--- src/rtl/spi_ram_master.sv ---
// SPI master for the SPI-slave/dual-port-RAM wrapper.
// Serialises host RAM commands onto SS_n/MOSI and returns read bytes from MISO.
module spi_ram_master #(
   parameter int TURNAROUND = 2,
   parameter int IDLE_GAP   = 1
) (
   input  logic       clk,
   input  logic       rst,
   input  logic       cmd_valid,
   output logic       cmd_ready,
   input  logic [1:0] cmd_type,
   input  logic [7:0] cmd_data,
   output logic       rsp_valid,
   output logic [7:0] rsp_data,
   output logic       busy,
   output logic       SS_n,
   output logic       MOSI,
   input  logic       MISO
);

   typedef enum logic [2:0] {
      IDLE,
      SHIFT,
      TURN,
      RECV,
      GAP
   } state_t;

   state_t      state, state_nxt;
   logic [3:0]  cnt, cnt_nxt;
   logic [10:0] frame, frame_nxt;
   logic [7:0]  rx_sh, rx_nxt;
   logic        rd, rd_nxt;
   logic        load_rsp;

   always_ff @(posedge clk) begin
      if (rst) begin
         state     <= IDLE;
         cnt       <= 4'd0;
         frame     <= 11'd0;
         rx_sh     <= 8'h00;
         rd        <= 1'b0;
         rsp_valid <= 1'b0;
         rsp_data  <= 8'h00;
      end else begin
         state     <= state_nxt;
         cnt       <= cnt_nxt;
         frame     <= frame_nxt;
         rx_sh     <= rx_nxt;
         rd        <= rd_nxt;
         rsp_valid <= load_rsp;
         if (load_rsp)
            rsp_data <= rx_nxt;
      end
   end

   // Counter holds remaining cycles minus one for the current state.
   always_comb begin
      state_nxt = state;
      cnt_nxt   = cnt;
      frame_nxt = frame;
      rx_nxt    = rx_sh;
      rd_nxt    = rd;
      load_rsp  = 1'b0;
      unique case (state)
         IDLE: begin
            if (cmd_valid && cmd_ready) begin
               frame_nxt = {cmd_type[1], cmd_type,
                            (cmd_type == 2'b11) ? 8'h00 : cmd_data};
               rd_nxt    = (cmd_type == 2'b11);
               cnt_nxt   = 4'd10;
               state_nxt = SHIFT;
            end
         end
         SHIFT: begin
            frame_nxt = {frame[9:0], 1'b0};
            cnt_nxt   = cnt - 4'd1;
            if (cnt == 4'd0) begin
               if (rd) begin
                  state_nxt = TURN;
                  cnt_nxt   = 4'(TURNAROUND - 1);
               end else begin
                  state_nxt = GAP;
                  cnt_nxt   = 4'(IDLE_GAP - 1);
               end
            end
         end
         TURN: begin
            cnt_nxt = cnt - 4'd1;
            if (cnt == 4'd0) begin
               state_nxt = RECV;
               cnt_nxt   = 4'd7;
            end
         end
         RECV: begin
            rx_nxt  = {rx_sh[6:0], MISO};
            cnt_nxt = cnt - 4'd1;
            if (cnt == 4'd0) begin
               state_nxt = GAP;
               cnt_nxt   = 4'(IDLE_GAP - 1);
               load_rsp  = 1'b1;
            end
         end
         GAP: begin
            cnt_nxt = cnt - 4'd1;
            if (cnt == 4'd0)
               state_nxt = IDLE;
         end
         default: state_nxt = IDLE;
      endcase
   end

   assign SS_n      = !(state == SHIFT || state == TURN || state == RECV);
   assign MOSI      = (state == SHIFT) && frame[10];
   assign busy      = (state != IDLE);
   assign cmd_ready = (state == IDLE) && !rst;

endmodule

--- config.mk ---
export PLATFORM = sky130hd
export DESIGN_NAME = spi_ram_master
export DESIGN_NICKNAME = d
export VERILOG_FILES = /design/src/rtl/spi_ram_master.sv
export SDC_FILE = /design/constraint.sdc
export NUM_CORES = 1
export LEC_CHECK = 0
export CORE_UTILIZATION = 50
export DETAILED_ROUTE_END_ITERATION = 8
export HOLD_SLACK_MARGIN = 0.05
export PLACE_DENSITY = 0.8
export RECOVER_POWER = 100
export SLEW_MARGIN = 20
export SYNTH_ARGS = -nofsm -noshare
export SYNTH_HDL_FRONTEND = slang
export SYNTH_SLANG_ARGS = --single-unit
--- constraint.sdc ---
create_clock -name clk -period 2.3 [get_ports clk]
set_input_delay 0.575 -clock clk [delete_from_list [all_inputs] [get_ports clk]]
set_output_delay 0.575 -clock clk [all_outputs]
set_load 0.02 [all_outputs]
==> results of run 1 <==
layout by cell type (no fill, tap or decap), types with 3 or more instances in the layout:
| master | n |
|---|---|
| dfxtp_1 | 32 |
| nor2_1 | 26 |
| nand2_1 | 18 |
| mux2i_1 | 17 |
| o21ai_0 | 13 |
| clkdlybuf4s50_1 | 13 |
| a31oi_1 | 10 |
| dlygate4sd3_1 | 9 |
| a21oi_1 | 7 |
| nor3_1 | 7 |
| buf_4 | 6 |
| clkbuf_4 | 5 |
| inv_1 | 4 |
| nor3b_1 | 4 |
| clkbuf_1 | 4 |
| dfxtp_2 | 3 |
layer usage:
layer | vias to the layer above | global-route usage | wire length, um
met5 | - | 0 | 0
met4 | 0 | 0.116 | 62
met3 | 7 | 0.0505 | 126
met2 | 32 | 0.378 | 1620
met1 | 649 | 0.270 | 1480
li1 | 711 | - | -
area by class of cell:
class,instances,area [um^2]
Inverter,4,15.0
Clock buffer,5,37.5
Clock inverter,3,43.8
Fill cell,277,1050
Tap cell,44,55.1
Timing Repair Buffer,35,310
Multi-Input combinational cell,134,835
Sequential cell,35,704
stage by stage:
stage	total power [W]	setup slack [ps]	instance area (um^2)	hold WS (ps)
floorplan	0.00106	121	1620	452
global placement	0.00118	-64.9	1950	459
detailed placement	0.00119	-96.0	1950	470
CTS	0.00164	3.64	2030	487
global route	0.00171	73.7	2000	525
finish	0.00160	149	2000	482
final timing paths:
check	endpoint	depth (start not counted)	slack, ps
setup / recovery	MOSI	3	150
hold / removal	frame[3]$_SDFFE_PP0P_	2	480
setup reg to reg	rsp_data[3]$_SDFFE_PP0P_	6	370
hold reg to reg	frame[3]$_SDFFE_PP0P_	2	480
kinds of logic (layout without fill, tap and decap cells):
logic type      after synthesis  in the layout  share of synthesized area
simple gates                 75             75                      0.247
flops                        35             35                      0.433
mux                          18             18                      0.112
xor+xnor                      1              1                    0.00541
buf+inv                      15             47                     0.0410
compound gates               38             38                      0.147
fa+ha+maj                     2              2                     0.0155
state kept, by name, indices dropped and copies added (netlist names):
register,cells
frame,11
rsp_data,8
rx_sh,7
cnt,4
state,3
rd,1
rsp_valid,1
power by group:
group	leakage (nW)	total [W]	switching, W	internal [W]
combinational	0.485	0.000449	0.000247	0.000201
sequential	0.286	0.000708	0.0000520	0.000656
clock	0.0452	0.000448	0.000219	0.000229
worst max-delay path, delay by kind of cell (launching register included):
family | cells | cell delay (ps)
and+or+nand+nor | 2 | 480
buffers and inverters | 1 | 330
DFF | 1 | 400
repair_timing:
item | 4_1_cts | 5_1_grt
endpoints found under the hold margin | 0 | 0
cloned | 0 | 0
gates resized for setup | 5 | 2
setup endpoints to repair | 4 | 2
pin swaps | 0 | 1
setup buffers | 0 | 0
==> results_dict.tcl, run 1 <==
set metrics [dict create \
    status "finished, final reports clean" \
    port_buffers 26 \
    finalHoldViolations 0 \
    dieWidth_um 58.9 \
    ys_types 41 \
    grt_setup_unrepaired "no" \
    cts-root-buf "clkbuf_4" \
    crit_path_max_fanout 13 \
    gp_congestion 0.907 \
    synth.avg_cell_area_um2 8.80 \
    dp_cells 252 \
    setup_viol_count_final 0 \
    yosysWarnings 0 \
    routed_wl_mm 3.29 \
    slowest_delay_ps 400 \
    htreeDepth 2 \
    yosys-top-cells-count "dfxtp_1 (35), nor2_1 (26), nand2_1 (18)" \
    wl_per_cell_um 12.7 \
    slew_viol_final 0 \
    p_leak_nw 0.815 \
    period_minus_slack_ps 2150 \
    drc_errors 0 \
    layout.cells.non_filler 260 \
    die_area_um2 3470 \
    area_growth_pct 23.6 \
    hold_path.class "reg -> reg" \
    grt_pass1_wl_mm 5.92 \
    synthesis.area_um2 1620 \
    crit_start "state[2]$_SDFFE_PP0P_" \
    worstMarginPinSlew_ps 549 \
    timing.fmax_mhz 465 \
    antenna_cells 0 \
    vias 1399 \
    endpoint_kind "primary output" \
    synth_edf_count 0 \
    core_um2 3050 \
    tritoncts "yes" \
    clock_sinks 35 \
    finClkSkew_ps 11.2 \
    grt_max_degree 38 \
    netlist_instances 184 \
    hold_buffers 0 \
    async_flop_share 0 \
    power_density_nw_per_um2 802 \
    cts_made_buffers 5 \
    netlist.area_leader.share 0.433 \
    synth_flop_cell "dfxtp_1" \
    ys_seq_elements 35 \
    synthTopCellsByArea "dfxtp_1 (43%), mux2i_1 (11%), nor2_1 (6.0%)" \
    viasPerCell 5.38 \
    synth_most_common_cell "dfxtp_1" \
    slew-limit-headroom 0.634 \
    grt_pass1_vias 1374 \
    clkTransAtPathRegs_ps 120 \
    syn_nets 200 \
    insertion_delay_ps 350 \
    drt_iter0_drc 69 \
    ant_nets 0 \
    first_pass_iters 4 \
    vdd_drop_max_mv 0.677 \
    critPathLaunchType "register" \
    min_from "frame[2]$_SDFFE_PP0P_" \
    die_h_um 58.9 \
    max-cap-violations 0 \
    yosysTopAreaCell "dfxtp_1" \
    clock_path_buffers 2 \
    grt_usage 0.226 \
    rows 20 \
    synth_sequential_area_ratio 0.433 \
    r2r-start "cnt[0]$_SDFFE_PP0P_" \
    setup_tns_ps 0 \
    utilization 0.655 \
    cpMaxStageDelayCell "dfxtp_2" \
    grt_overflow 0 \
    layout-drive-gt1-share 0.120 \
    arrival_ps 1580 \
    critical_path_class "reg -> out" \
    start_util 0.530 \
    antenna_found_initial 0 \
    num_io_pins 27 \
    timing.final.crit_share 0.935 \
    crit_required_ps 1730 \
    dp_hpwl_mm 2.32 \
    crit_chain "nor3b_1, and2_1, dlygate4sd2_1" \
    fin_nets 231 \
]
Power figures use the tool's default switching activity.
==> run 2: changes to the inputs <==
Settings changed: CORE_UTILIZATION 50 to 52, PLACE_DENSITY 0.8 to 0.82.
==> run 2 against run 1 <==
Wire length rose by 6.9%. Global-route usage rose by 1.2 points. First-iteration DRC count did not move. Die area fell by 3.7%. Clock skew rose by 7.5 ps. Design area barely moved. Power rose by 0.89%. Worst hold slack got worse by 21 ps. Combinational power rose by 3%. Clock power fell by 1%. Count of clock-buffer cells in the layout did not move. Critical path type unchanged. Highest routed layer unchanged.
==> results_dict.tcl, run 2 (same netlist as run 1, synthesis figures left out) <==
set metrics [dict create \
    power_density_nw_per_um2 808 \
    max-cap-violations 0 \
    routed_wl_mm 3.52 \
    insertion_delay_ps 350 \
    start_util 0.568 \
    finalHoldViolations 0 \
    clkTransAtPathRegs_ps 120 \
    grt_setup_unrepaired "no" \
    grt_overflow 0 \
    timing.final.crit_share 0.921 \
    cts-root-buf "clkbuf_4" \
    critPathLaunchType "register" \
    timing.fmax_mhz 472 \
    first_pass_iters 4 \
    slowest_delay_ps 450 \
    status "finished, final reports clean" \
    grt.busiest_layer "met2" \
    crit_chain "nor3_4, inv_1, dlygate4sd2_1" \
    dieWidth_um 57.8 \
    htreeDepth 2 \
    worstMarginPinSlew_ps 567 \
    die_h_um 57.8 \
    setup_ws_ps 182 \
    vias 1445 \
    endpoint_kind "primary output" \
    dp_slack_ps -86.5 \
    fin_nets 231 \
    setup_viol_count_final 0 \
    grt_pass1_vias 1414 \
    hold_ws_ps 461 \
    area_growth_pct 23.6 \
    antenna_found_initial 0 \
    core_um2 2850 \
    clock_sinks 35 \
    period_minus_slack_ps 2120 \
    antenna_cells 0 \
    largest_register_ffs 11 \
    arrival_ps 1540 \
    num_io_pins 27 \
    clock_path_buffers 2 \
    layout_common_cells "dfxtp_1 (33), nor2_1 (26), nand2_1 (18), mux2i_1 (17)" \
    hold_path.class "reg -> reg" \
    use_met1 0.285 \
    top_register "frame" \
    tritoncts "yes" \
    wl_per_cell_um 14.2 \
    viasPerCell 5.85 \
    post_cts_buffers 0 \
    layout-drive-gt1-share 0.120 \
    die_area_um2 3340 \
    ant_nets 0 \
    cpMaxStageDelayCell "dfxtp_1" \
    grt_use_met3 0.0692 \
    port_buffers 26 \
    final_common_cell "dfxtp_1" \
    finClkSkew_ps 18.7 \
    reg_top3 "frame (11), rsp_data (8), rx_sh (7)" \
    met2_usage 0.409 \
    p_leak_nw 0.819 \
    slew-limit-headroom 0.622 \
    grt_pass1_wl_mm 6.13 \
    cp_top_family "buffers and inverters" \
    critical_path_buf_inv_count 2 \
    rows 19 \
    vdd_drop_max_mv 0.523 \
    gp_congestion 0.844 \
    cts_made_buffers 5 \
    crit_required_ps 1730 \
    grt_usage 0.237 \
    drt_iter0_drc 69 \
    slew_viol_final 0 \
    critical_path_class "reg -> out" \
    grt_max_degree 38 \
    dp_hpwl_mm 2.50 \
    setup_tns_ps 0 \
    drc_errors 0 \
    crit_path_max_fanout 9 \
]
[run 2: stage by stage]
stage          std cells  power [W]  utilization  instance area (um^2)
2_1_floorplan        184    0.00106            -                  1620
3_5_place_dp         239    0.00120        0.678                  1930
5_1_grt              247    0.00171        0.702                  2000
3_3_place_gp         239    0.00118        0.678                  1930
6_report             247    0.00162        0.702                  2000
4_1_cts              247    0.00163        0.707                  2020
[run 2: tightest hold or removal path, delay by kind of cell (launching register included)]
kind / cells / cell delay [ps]
flip-flops: 1 / 320
AO/OA/AOI/OAI: 1 / 70
AND/OR/NAND/NOR: 1 / 50
[run 2: repair_timing]
item	in CTS	in global routing
hold endpoints to repair	0	0
pin swaps	0	0
setup endpoints to repair	4	1
resized for setup	6	3
hold buffers	0	0
[run 2: area by class of cell]
type	instances	area [um^2]
Clock buffer	5	37.5
Clock inverter	3	43.8
Fill cell	224	851
Inverter	4	15.0
Multi-Input combinational cell	134	846
Sequential cell	35	706
Tap cell	31	38.8
Timing Repair Buffer	35	315
[run 2: power by group]
| group | total, W | switching, W | leakage [nW] | internal, W |
|---|---|---|---|---|
| Sequential | 0.000712 | 0.0000559 | 0.285 | 0.000656 |
| Combinational | 0.000464 | 0.000255 | 0.489 | 0.000208 |
| Clock | 0.000442 | 0.000214 | 0.0452 | 0.000229 |
[run 2: final timing paths]
kind | from | endpoint | slack, ps | cells after the start
setup / recovery | state[1]$_SDFFE_PP0P_ | busy | 180 | 3
hold / removal | frame[2]$_SDFFE_PP0P_ | frame[3]$_SDFFE_PP0P_ | 460 | 2
setup reg to reg | cnt[0]$_SDFFE_PP0P_ | cnt[0]$_SDFFE_PP0P_ | 350 | 5
hold reg to reg | frame[2]$_SDFFE_PP0P_ | frame[3]$_SDFFE_PP0P_ | 460 | 2
[run 2: metal layers]
layer	vias up	wire (um)	part of all wire
met4	0	28	0.0080
met3	5	156	0.044
li1	710	-	-
met2	36	1760	0.50
met5	-	0	0
met1	694	1580	0.45
